--- src/rtl/qam_tx_symbol_source_pkg.sv ---
// Shared types, constants and the Gray 4-ASK mapper for the 16-QAM transmit symbol source.
package tx_sym_pkg;

    localparam int unsigned LFSR_W   = 22;
    localparam int unsigned TAP_A    = 21;
    localparam int unsigned TAP_B    = 20;
    localparam int unsigned SMP_W    = 18;
    localparam int unsigned SEED_V_W = 2 * LFSR_W;

    typedef logic signed [SMP_W-1:0] sample_t;

    localparam sample_t LVL_A  = 18'sd16384;
    localparam sample_t LVL_3A = 18'sd49152;

    // Gray order across the constellation: 00, 01, 11, 10 from most negative to most positive
    function automatic sample_t gray_map(input logic [1:0] sym);
        sample_t lvl;
        case (sym)
            2'b00:   lvl = -LVL_3A;
            2'b01:   lvl = -LVL_A;
            2'b11:   lvl = LVL_A;
            default: lvl = LVL_3A;
        endcase
        return lvl;
    endfunction

endpackage

--- src/rtl/qam_tx_symbol_source_if.sv ---
// Enable / symbol bus between the clock-enable source, the symbol source and its consumers.
// Seed-load signals exist only when TX_SEED_LOAD_EN is defined.
interface qam_tx_symbol_source_if;
    import tx_sym_pkg::*;

    logic                    sym_clk_en;
    logic                    smp_clk_en;
    logic                    tx_en;
    logic [1:0]              sym_i;
    logic [1:0]              sym_q;
    sample_t                 map_out_i;
    sample_t                 map_out_q;
    sample_t                 smp_out_i;
    sample_t                 smp_out_q;
    logic                    sym_valid;
    logic                    frame_start;
`ifdef TX_SEED_LOAD_EN
    logic                    seed_load;
    logic [SEED_V_W-1:0]     seed_val;
`endif

    modport master (
        input  sym_clk_en, smp_clk_en, tx_en,
`ifdef TX_SEED_LOAD_EN
        input  seed_load, seed_val,
`endif
        output sym_i, sym_q, map_out_i, map_out_q, smp_out_i, smp_out_q, sym_valid, frame_start
    );

    modport slave (
        output sym_clk_en, smp_clk_en, tx_en,
`ifdef TX_SEED_LOAD_EN
        output seed_load, seed_val,
`endif
        input  sym_i, sym_q, map_out_i, map_out_q, smp_out_i, smp_out_q, sym_valid, frame_start
    );

endinterface

--- src/rtl/qam_tx_symbol_source_prbs22_gen.sv ---
// 22-bit Fibonacci PRBS (x^22+x^21+1) advanced two steps per enable; the two new bits are
// presented combinationally, first-generated bit in the MSB.
module prbs22_gen
    import tx_sym_pkg::*;
#(
    parameter logic [LFSR_W-1:0] SEED = 22'h3FFFFF
) (
    input  logic              clk,
    input  logic              reset,
    input  logic              i_step,
    input  logic              i_load,
    input  logic [LFSR_W-1:0] i_load_val,
    output logic [1:0]        o_bits_c
);

    logic [LFSR_W-1:0] r_state;
    logic [LFSR_W-1:0] w_s1;
    logic [LFSR_W-1:0] w_s2;
    logic              w_zero;

    assign w_zero   = (r_state == '0);
    assign w_s1     = {r_state[LFSR_W-2:0], r_state[TAP_A] ^ r_state[TAP_B]};
    assign w_s2     = {w_s1[LFSR_W-2:0], w_s1[TAP_A] ^ w_s1[TAP_B]};
    assign o_bits_c = w_zero ? 2'b00 : {w_s1[0], w_s2[0]};

    // A corrupted all-zero state would lock up; it is replaced by the seed on its next step
    always_ff @(posedge clk) begin
        if (reset) begin
            r_state <= SEED;
        end else if (i_load) begin
            r_state <= (i_load_val == '0) ? SEED : i_load_val;
        end else if (i_step) begin
            r_state <= w_zero ? SEED : w_s2;
        end
    end

endmodule

--- src/rtl/qam_tx_symbol_source.sv ---
// 16-QAM transmit symbol source: per-channel PRBS symbols, Gray 4-ASK mapping, 4x zero-stuffing
// and measurement-window framing. Optional runtime seed load under TX_SEED_LOAD_EN.
module qam_tx_symbol_source
    import tx_sym_pkg::*;
#(
    parameter logic [LFSR_W-1:0] SEED_I     = 22'h3FFFFF,
    parameter logic [LFSR_W-1:0] SEED_Q     = 22'h155555,
    parameter int unsigned       FRAME_LOG2 = 20
) (
    input  logic                     clk,
    input  logic                     reset,
    qam_tx_symbol_source_if.master   bus
);

    logic                  w_load;
    logic [LFSR_W-1:0]     w_seed_i;
    logic [LFSR_W-1:0]     w_seed_q;
    logic                  w_sym_step;
    logic                  w_smp_step;
    logic [1:0]            w_bits_i;
    logic [1:0]            w_bits_q;
    sample_t               w_lvl_i;
    sample_t               w_lvl_q;
    logic [FRAME_LOG2-1:0] r_sym_cnt;

`ifdef TX_SEED_LOAD_EN
    assign w_load   = bus.seed_load;
    assign w_seed_i = bus.seed_val[SEED_V_W-1:LFSR_W];
    assign w_seed_q = bus.seed_val[LFSR_W-1:0];
`else
    assign w_load   = 1'b0;
    assign w_seed_i = SEED_I;
    assign w_seed_q = SEED_Q;
`endif

    // Seed load takes priority over symbol generation in the same cycle
    assign w_sym_step = bus.tx_en & bus.sym_clk_en & ~w_load;
    assign w_smp_step = bus.tx_en & bus.smp_clk_en & ~w_load;
    assign w_lvl_i    = gray_map(w_bits_i);
    assign w_lvl_q    = gray_map(w_bits_q);

    prbs22_gen #(.SEED(SEED_I)) u_prbs_i (
        .clk        (clk),
        .reset      (reset),
        .i_step     (w_sym_step),
        .i_load     (w_load),
        .i_load_val (w_seed_i),
        .o_bits_c   (w_bits_i)
    );

    prbs22_gen #(.SEED(SEED_Q)) u_prbs_q (
        .clk        (clk),
        .reset      (reset),
        .i_step     (w_sym_step),
        .i_load     (w_load),
        .i_load_val (w_seed_q),
        .o_bits_c   (w_bits_q)
    );

    // Symbol registers, mapper outputs and window framing
    always_ff @(posedge clk) begin
        if (reset) begin
            bus.sym_i       <= 2'b00;
            bus.sym_q       <= 2'b00;
            bus.map_out_i   <= '0;
            bus.map_out_q   <= '0;
            bus.sym_valid   <= 1'b0;
            bus.frame_start <= 1'b0;
            r_sym_cnt       <= '0;
        end else begin
            bus.sym_valid   <= w_sym_step;
            bus.frame_start <= w_sym_step & (r_sym_cnt == '0);
            if (w_load) begin
                r_sym_cnt <= '0;
            end else if (w_sym_step) begin
                bus.sym_i     <= w_bits_i;
                bus.sym_q     <= w_bits_q;
                bus.map_out_i <= w_lvl_i;
                bus.map_out_q <= w_lvl_q;
                r_sym_cnt     <= r_sym_cnt + FRAME_LOG2'(1);
            end
        end
    end

    // Zero-stuffer: level on the symbol sample, zero on the other sample slots
    always_ff @(posedge clk) begin
        if (reset) begin
            bus.smp_out_i <= '0;
            bus.smp_out_q <= '0;
        end else if (w_smp_step) begin
            bus.smp_out_i <= bus.sym_clk_en ? w_lvl_i : '0;
            bus.smp_out_q <= bus.sym_clk_en ? w_lvl_q : '0;
        end
    end

endmodule
--- src/flat_wrapper.sv ---
// flat-port wrapper written by rule: the top's interface ports become plain ports
module qam_tx_symbol_source_flat import tx_sym_pkg::*;
#(
    parameter logic [LFSR_W-1:0] SEED_I     = 22'h3FFFFF,
    parameter logic [LFSR_W-1:0] SEED_Q     = 22'h155555,
    parameter int unsigned       FRAME_LOG2 = 20
)
  (clk, reset, bus_sym_clk_en, bus_smp_clk_en, bus_tx_en, bus_sym_i, bus_sym_q, bus_map_out_i, bus_map_out_q, bus_smp_out_i, bus_smp_out_q, bus_sym_valid, bus_frame_start);
  qam_tx_symbol_source_if bus_i ();
  input  logic clk;
  input  logic reset;
  input wire logic [$bits(bus_i.sym_clk_en)-1:0] bus_sym_clk_en;
  input wire logic [$bits(bus_i.smp_clk_en)-1:0] bus_smp_clk_en;
  input wire logic [$bits(bus_i.tx_en)-1:0] bus_tx_en;
  output wire logic [$bits(bus_i.sym_i)-1:0] bus_sym_i;
  output wire logic [$bits(bus_i.sym_q)-1:0] bus_sym_q;
  output wire logic [$bits(bus_i.map_out_i)-1:0] bus_map_out_i;
  output wire logic [$bits(bus_i.map_out_q)-1:0] bus_map_out_q;
  output wire logic [$bits(bus_i.smp_out_i)-1:0] bus_smp_out_i;
  output wire logic [$bits(bus_i.smp_out_q)-1:0] bus_smp_out_q;
  output wire logic [$bits(bus_i.sym_valid)-1:0] bus_sym_valid;
  output wire logic [$bits(bus_i.frame_start)-1:0] bus_frame_start;
  assign bus_i.sym_clk_en = bus_sym_clk_en;
  assign bus_i.smp_clk_en = bus_smp_clk_en;
  assign bus_i.tx_en = bus_tx_en;
  assign bus_sym_i = bus_i.sym_i;
  assign bus_sym_q = bus_i.sym_q;
  assign bus_map_out_i = bus_i.map_out_i;
  assign bus_map_out_q = bus_i.map_out_q;
  assign bus_smp_out_i = bus_i.smp_out_i;
  assign bus_smp_out_q = bus_i.smp_out_q;
  assign bus_sym_valid = bus_i.sym_valid;
  assign bus_frame_start = bus_i.frame_start;
  qam_tx_symbol_source #(.SEED_I(SEED_I), .SEED_Q(SEED_Q), .FRAME_LOG2(FRAME_LOG2)) u_core (.clk(clk), .reset(reset), .bus(bus_i));
endmodule
--- config.mk ---
export PLATFORM = sky130hd
export DESIGN_NAME = qam_tx_symbol_source_flat
export DESIGN_NICKNAME = d
export VERILOG_FILES = /design/src/rtl/qam_tx_symbol_source_pkg.sv /design/src/rtl/qam_tx_symbol_source_if.sv /design/src/rtl/qam_tx_symbol_source_prbs22_gen.sv /design/src/rtl/qam_tx_symbol_source.sv /design/src/flat_wrapper.sv
export SDC_FILE = /design/constraint.sdc
export NUM_CORES = 1
export LEC_CHECK = 0
export ABC_AREA = 0
export CORE_UTILIZATION = 48
export CTS_BUF_LIST = sky130_fd_sc_hd__clkbuf_4
export DETAILED_ROUTE_END_ITERATION = 6
export GPL_TIMING_DRIVEN = 0
export PLACE_DENSITY = 0.82
export SLEW_MARGIN = 25
export SYNTH_ARGS = -nofsm -noshare
export SYNTH_HDL_FRONTEND = slang
export SYNTH_SLANG_ARGS = --single-unit
--- constraint.sdc ---
create_clock -name clk -period 1.5 [get_ports clk]
set_input_delay 0.225 -clock clk [delete_from_list [all_inputs] [get_ports clk]]
set_output_delay 0.225 -clock clk [all_outputs]
set_load 0.02 [all_outputs]
### Word-level counts from Yosys, hierarchy flattened

Cells that the tools add are included.

* register bits after elaboration: 142
* input bits: 5
* output and inout port bits: 78
* word-level logic and storage cells: 36

* $add $sub $neg: 1
* equal/unequal tests: 4
* multiplexer cells: 8
* bitwise logic cells: 7
* reductions and logical operators: 5

Operator list (number)
* 18-bit case mux with 3 select lines: 2
* 22-bit logical NOT: 2
* 22-bit two-way mux: 2
* 18-bit two-way mux: 2
* 20-bit by 1-bit adder with 20-bit output (second input constant): 1
* 20-bit logical NOT: 1
* 2-bit by 1-bit equality test with 1-bit output (second input constant): 2
* 2-bit equality test (second input constant): 2
* 2-bit logical NOT: 2
* 2-bit two-way mux: 2
* 1-bit XOR: 4
* 1-bit AND: 3

### Longest topological paths before layout

* word-level depth: 5
* gate-level depth with buffers: 7
* mapped depth without buffers: 6

### Hierarchy

A second synthesis with hierarchy kept.

* cells, all modules: 510
* area, all modules: 4480.5 um^2

Modules (own cells, without submodules)
* qam_tx_symbol_source: instances 1, cells each 261, area each 2090.8 um^2, sequential area each 720.7 um^2
* prbs22_gen (u_core.u_prbs_q): instances 1, cells each 143, area each 1246.2 um^2, sequential area each 440.4 um^2
* prbs22_gen (u_core.u_prbs_i): instances 1, cells each 106, area each 1143.6 um^2, sequential area each 440.4 um^2

### Worst setup path after synthesis

Ideal clock, no wire load.

* path type: flip-flop to flip-flop
* start: register u_core.u_prbs_i.r_state[20]
* end: register u_core.u_prbs_i.r_state[10]
* setup time: 0.074 ns
* arrival: 1.435 ns
* data required time: 1.426 ns
* path slack: -0.010 ns
* cell stages (with the launch flop): 8
* path buffers: 1
* clock period less this slack: 1.510 ns
* path through: dfxtp_1 > inv_1 > ha_1 > nor4b_1 > and4_1 > buf_2 > a211oi_1 > o21ai_0

* cells in the longest elaborated chain, start to end: 2

RTL lines
* start: declaration: line qam_tx_symbol_source_prbs22_gen.sv:16 `logic [LFSR_W-1:0] r_state;`
* start signal: assignment: line qam_tx_symbol_source_prbs22_gen.sv:31 `r_state <= (i_load_val == '0) ? SEED : i_load_val;`
* start signal: assignment: line qam_tx_symbol_source_prbs22_gen.sv:33 `r_state <= w_zero ? SEED : w_s2;`
* 22-bit logical NOT: line qam_tx_symbol_source_prbs22_gen.sv:21 `assign w_zero = (r_state == '0);`
* 22-bit two-way mux: line qam_tx_symbol_source_prbs22_gen.sv:33

Every way passes these cells.
A chain may end at the register's enable or synchronous reset.

### Worst setup path after layout

* start: register u_core.u_prbs_i.r_state[17]
* end: register u_core.u_prbs_i.r_state[2]

Same word-level chain as after synthesis.

==> impl_metrics.json <==
{
  "cp_cell_sequence": "nor4_4, and4_4, clkbuf_16, a211oi_4, o21ai_1",
  "synth_edf_count": 0,
  "gp_congestion": 0.847,
  "grt_remaining_overflow": 0,
  "fill_cells": 624,
  "cts_htree_levels": 3,
  "worstPathRequired_ps": 1860,
  "hold_class": "in -> reg",
  "synth_cell_types": 34,
  "antenna_found_initial": 0,
  "crit_start": "u_core.u_prbs_i.r_state[17]$_SDFFE_PP1P_",
  "r2r_start": "u_core.u_prbs_i.r_state[17]$_SDFFE_PP1P_",
  "cts_tree": "yes",
  "hp-start": "bus_sym_clk_en",
  "critPathMaxStageDelay_ps": 400,
  "rows": 32,
  "ios": 83,
  "ys.flop_type": "dfxtp_1",
  "critPathMaxFanout": 5,
  "synthArstFlopShare": 0,
  "via_count": 3685,
  "violations": "setup timing",
  "placedInstanceArea_um2": 4530,
  "ir_drop_uv": 542,
  "cts_hold_buf": 0,
  "finalHoldViolations": 0,
  "final_area_um2": 5180,
  "fin_crit_sh": 1.09,
  "design.core.area_um2": 7850,
  "wl_per_cell_um": 14.4,
  "yosysSeqAreaShare": 0.402,
  "wirelength_mm": 10.1,
  "fmax_mhz": 614,
  "path_class": "reg -> reg",
  "die_height_um": 92.6,
  "crit_buf_inv": 1,
  "syn_avg_cell_area_um2": 8.07,
  "setup_ws_ps": -129,
  "first_global_vias": 3336,
  "grt_pass1_wl_mm": 15.4,
  "cts_sinks": 79,
  "cts_inserted_buffers": 9,
  "hpwl_mm": 6.41,
  "nets": 601,
  "ant_nets": 0,
  "drc_errors": 0,
  "worst_setup_path_start_kind": "flip-flop",
  "io_buffers": 25,
  "setup_violations": 25,
  "worstMarginPinSlew_ps": 613,
  "grt_max_degree": 14,
  "clock_path_buffers": 2,
  "maxCapViolations": 0,
  "syn_area_um2": 3940,
  "synth-seq-cells": 79,
  "dieArea_um2": 8570,
  "timing.critical_path.max_delay_family": "simple AND/OR/NAND/NOR gates",
  "synthCells": 488,
  "register_area_um2": 1610,
  "rsz0062_at_grt": "yes",
  "clkLatencyLatePin_ps": 440,
  "first_iter_violations": 292,
  "crit_slowest_cell": "nor4_4",
  "fin_skew_ps": 12.7,
  "via_per_inst": 5.27,
  "dp_cells": 670,
  "slew_headroom": 0.591,
  "end_kind": "flip-flop",
  "period_minus_slack_ps": 1630,
  "stdcell_count": 699,
  "leakage_nw": 2.17,
  "powerDensity_nw_per_um2": 743,
  "path_clk_slew_ps": 130,
  "syn_to_final_growth_pct": 31.7,
  "hold_ws_ps": 272,
  "diodes": 0,
  "outcome": "finished with violations",
  "grt_usage": 0.225,
  "die_w_um": 92.6,
  "ctsRootBufferMaster": "clkbuf_4",
  "initial_core_util": 0.502,
  "drive_gt1_frac": 0.320,
  "multi_input_area_um2": 2260,
  "drtPass1Iterations": 4,
  "drv_slew": 0,
  "crit_arrival_ps": 1990,
  "yosys_warnings": 0
}
## state kept, by name, indices dropped and copies added, names as in the netlist
signal,flops
u_core.bus.sym_valid,1
u_core.bus.sym_q,1
u_core.r_sym_cnt,20
u_core.bus.sym_i,2
u_core.bus.smp_out_q,3
u_core.bus.smp_out_i,2
u_core.bus.map_out_i,2
u_core.bus.frame_start,1
u_core.u_prbs_q.r_state,22
u_core.bus.map_out_q,3
u_core.u_prbs_i.r_state,22
## kinds of logic (layout without fill, tap and decap cells)
group | count (synthesis) | in the layout | share of synthesized area
and+or+nand+nor | 170 | 170 | 0.219
buffers and inverters | 106 | 160 | 0.167
xor gates and xnor gates | 11 | 11 | 0.0245
AOI/OAI and AO/OA | 117 | 117 | 0.174
other | 1 | 56 | 0.000953
adders and majority gates | 4 | 4 | 0.0127
DFF | 79 | 79 | 0.402
## worst min-delay path: stages
cell           delay (ps)
dlygate4sd2_1         290
nand3_1                90
a21oi_1                60
## report_power, final
part	total [mW]	leakage, nW	switching (mW)	internal, mW
combinational	0.469	1.45	0.302	0.167
sequential	2.14	0.646	0.0215	2.12
clock	1.24	0.0691	0.751	0.493
## final timing paths
path,to,slack [ps],cells after the start
max reg2reg,u_core.u_prbs_i.r_state[2]$_SDFFE_PP1P_,-130,5
min reg2reg,u_core.u_prbs_q.r_state[11]$_SDFFE_PP0P_,480,2
min,u_core.bus.smp_out_q[14]$_SDFFE_PP0P_,270,3
max,u_core.u_prbs_i.r_state[2]$_SDFFE_PP1P_,-130,5
## cell usage after synthesis (all sizes together) (5+ instances only)
| cell | number | area [um^2] |
|---|---|---|
| nand2 | 40 | 150 |
| nor2 | 55 | 206 |
| and2 | 8 | 51.3 |
| nor4 | 12 | 75.1 |
| nor3 | 5 | 25.0 |
| or3 | 9 | 56.3 |
| clkbuf | 23 | 86.3 |
| and4 | 7 | 61.3 |
| nand4 | 9 | 86.3 |
| dfxtp | 79 | 1580 |
| buf | 72 | 531 |
| o21ai | 47 | 235 |
| inv | 11 | 41.3 |
| xor2 | 7 | 61.3 |
| a211oi | 31 | 233 |
| nand3 | 15 | 75.1 |
| a21oi | 32 | 160 |
## routing by layer
layer  vias to the layer above  share of wire  GRT usage
met3                        20          0.057     0.0567
met4                         0          0.018     0.0781
met1                      1757           0.40      0.264
li1                       1792              -          -
met2                       116           0.53      0.394
met5                         -              0          0
## cell type report
type | instances | area share
Multi-Input combinational cell | 358 | 0.437
Clock buffer | 9 | 0.0130
Timing Repair Buffer | 43 | 0.0715
Tap cell | 102 | 0.0246
Inverter | 11 | 0.00797
Clock inverter | 7 | 0.0123
Buffer | 90 | 0.124
Sequential cell | 79 | 0.310
## cell usage in the layout (no fill, tap or decap), types with 3 or more instances in the layout
master           netlist  layout
a21oi_1               32      28
clkbuf_4               0      10
or3_1                  9       7
nand2_1               40      40
a21oi_2                0       4
nor4_4                 0       4
and3_1                 4       4
nand3_1               15      14
clkbuf_1              23      12
a32oi_1                4       4
and4_4                 0       3
o21ai_1                0      33
buf_4                 64      77
and2_1                 7       5
nand4_1                7       7
and4_1                 7       3
clkinv_2               0       3
inv_1                 11       7
buf_6                  2       7
a211oi_1              31       8
dfxtp_2                0      15
nor4_1                12       6
inv_2                  0       4
clkbuf_2               0       8
o21ai_0               47      12
xor2_1                 7       7
conb_1                 1      56
nor3_1                 5       5
clkdlybuf4s15_1        0       3
a211oi_4               0       4
nor2_1                55      54
a211oi_2               0      19
dlygate4sd2_1          0      17
dfxtp_1               79      62
## stage by stage
stage               setup WS, ps  power, mW  TNS (ps)   util
floorplan                   25.5       2.55         0      -
detailed placement          -727       2.64    -34940  0.577
global placement            -718       2.64    -31860  0.577
finish                      -129       3.85     -1650  0.660
global route                -178       4.00     -3110  0.660
CTS                        -19.9       3.83     -36.8  0.618
## what timing repair did
action,CTS,global route
setup buffers,8,7
resized for setup,96,92
cloned,1,2
pin swaps,1,34
endpoints found under the setup margin,84,59
No activity file was read; power rests on OpenSTA's default activity.
==> variant (same flow settings) <==
The package constant `SMP_W` goes from 18 to 22.
--- a/src/rtl/qam_tx_symbol_source_pkg.sv
+++ b/src/rtl/qam_tx_symbol_source_pkg.sv
@@ -4,7 +4,7 @@
     localparam int unsigned LFSR_W   = 22;
     localparam int unsigned TAP_A    = 21;
     localparam int unsigned TAP_B    = 20;
-    localparam int unsigned SMP_W    = 18;
+    localparam int unsigned SMP_W    = 22;
     localparam int unsigned SEED_V_W = 2 * LFSR_W;
 
     typedef logic signed [SMP_W-1:0] sample_t;
Interface: changed (resized bus_map_out_i, bus_map_out_q, bus_smp_out_i and bus_smp_out_q); port bits go from 83 to 99. No check against the original RTL was run, so the function may have changed too.
==> variant against the unedited design <==
- the run still ends with setup timing left
- design area up 8.1%
- synthesized cell count up 3.7%
- sequential share of layout area down 2.2 points
- clock skew grew 0.0085 ns
- final cell count rose by 7.9%
- total power increased by 1.8%
- sequential cell count did not move
- combinational power rose by 12%
- maximum frequency fell by 3.2%
- area after synthesis up 3.2%
- non-clock buffer count up 44
- worst setup slack worse by 0.053 ns
- wire length up 12%
- largest power group unchanged
- highest routed layer unchanged
==> variant: results (changes against the unedited design) <==
run status finished with violations (unchanged); violated checks setup timing (unchanged); Critical Path AT 2.07 ns (was 1.99 ns); root buf cell clkbuf_4 (unchanged); Vias 4102 (was 3685); hold crit path type in -> reg (unchanged); top cells by count, synth buf_4 (79), dfxtp_1 (79), nor2_1 (57), nand2_1 (46), o21ai_0 (42) (was dfxtp_1 (79), buf_4 (64), nor2_1 (55), o21ai_0 (47), nand2_1 (40)); Switch Pwr 1120 uW (was 1070 uW); final setup violating endpoints 34 (was 25); clock transition at the registers of the reported paths between 0.1 and 0.15 ns; drt pass-1 iters 5 (was 4); layout cell share with drive strength beyond 1 0.393 (was 0.320); asr flop ratio synth 0 (unchanged); net count reported at finish 653 (was 601); Compound-Gate Fraction of Synth Area 0.176 (was 0.174); yosys warns 0 (unchanged); Regs by FF count u_core.u_prbs_i.r_state x22, u_core.u_prbs_q.r_state x22, u_core.r_sym_cnt x20 (unchanged); largest net degree at the start of global routing 14 (unchanged); initial antenna violation count 0 (unchanged); Fillers 631 (was 624); Seq/Total Area, Yosys 0.389 (was 0.402); Worst Tran Pin Value 0.746 ns (was 0.613 ns); first-pass GRT wire length 16900 um (was 15400 um); ant diodes 0 (unchanged); Synth Area in XOR/XNOR 0.0216 (was 0.0245); Leak Pwr 0.00235 uW (was 0.00217 uW); synth unique cells 39 (was 34); Clock Skew 0.0212 ns (was 0.0127 ns); total wire length 11300 um (was 10100 um); largest family of logic cells by synthesized area simple AND/OR/NAND/NOR gates (unchanged); vias in the first global route 3643 (was 3336); Crit Path Max Fanout 4 (was 5); CTS H-tree lvls 3 (unchanged); Peak supply drop 471 uV (was 542 uV); Post-Synth Adder-Cell Area 0.0123 (was 0.0127); worst skew pair latency 0.44 ns (about the same); CTS Buffer Depth 2 (unchanged); placed inst area 4870 um^2 (was 4530 um^2); TNS Setup -2.01 ns (was -1.65 ns); GRT Total Usage 0.243 (was 0.225); post-synthesis mux area share 0 (unchanged); dominant cells by area after synthesis dfxtp_1 (39%), buf_4 (15%), a211oi_1 (5.5%) (was dfxtp_1 (40%), buf_4 (12%), o21ai_0 (6.0%)); DR iter-0 viols 332 (was 292); Port Buf Inserts 42 (was 25); RePlAce Congestion 0.825 (was 0.847); cts bufs inserted 9 (unchanged); Detail Placement HPWL 6710 um (was 6410 um); setup ws final -0.183 ns (was -0.129 ns)
==> variant: final cells by class <==
cell class	count	area [um^2]	share of cell area
Inverter	9	33.8	0.00603
Tap cell	105	131	0.0235
Clock inverter	7	63.8	0.0114
Clock buffer	9	67.6	0.0121
Multi-Input combinational cell	368	2380	0.425
Buffer	105	758	0.135
Sequential cell	79	1620	0.288
Timing Repair Buffer	72	552	0.0985
==> variant: power by group through the flow <==
| stage | clock, uW | combinational (uW) | sequential (uW) |
|---|---|---|---|
| 3_5_place_dp | 0 | 521 | 2190 |
| 2_1_floorplan | 0 | 395 | 2200 |
| 6_report | 1250 | 525 | 2140 |
| 5_1_grt | 1340 | 567 | 2150 |
| 4_1_cts | 1250 | 510 | 2140 |
| 3_3_place_gp | 0 | 514 | 2190 |
==> variant: worst paths after layout <==
check	depth (start not counted)	start	end	slack [ns]
max	5	u_core.r_sym_cnt[6]	u_core.r_sym_cnt[19]	-0.18
max reg2reg	5	u_core.r_sym_cnt[6]	u_core.r_sym_cnt[19]	-0.18
min reg2reg	2	u_core.bus.sym_i[1]	u_core.bus.sym_i[1]	0.48
min	3	bus_sym_clk_en	u_core.bus.smp_out_q[14]	0.47
==> variant: critical path, cell delays in order, from the launching register on <==
cell and delay, ns:
dfxtp_2 0.37, and4_4 0.22, nand4_1 0.19, clkbuf_8 0.21, or4_4 0.51, a21oi_2 0.13
==> variant: cell families after synthesis <==
group / after synthesis
simple gates: 177
compound gates: 119
buf+inv: 116
flops: 79
xor+xnor: 10
fa+ha+maj: 4
other cells: 1
==> variant: timing repair <==
action                     4_1_cts  5_1_grt
setup endpoints to repair      110       92
setup buffers                   19        9
resized for setup              147       97
gates cloned                     1        3
pin swaps                       24       49
==> variant: through the flow <==
| stage | hold slack [ns] | setup slack, ns | cells |
|---|---|---|---|
| floorplan | 0.407 | -0.151 | 561 |
| global placement | 0.442 | -0.803 | 708 |
| detailed placement | 0.461 | -0.843 | 708 |
| CTS | 0.433 | -0.142 | 742 |
| global route | 0.503 | -0.262 | 754 |
| finish | 0.467 | -0.183 | 754 |
==> variant: metal layers <==
layer  global-route usage  part of all wire
met4               0.0949             0.029
met5                    0                 0
met2                0.425              0.51
met1                0.282              0.39
met3               0.0623             0.072
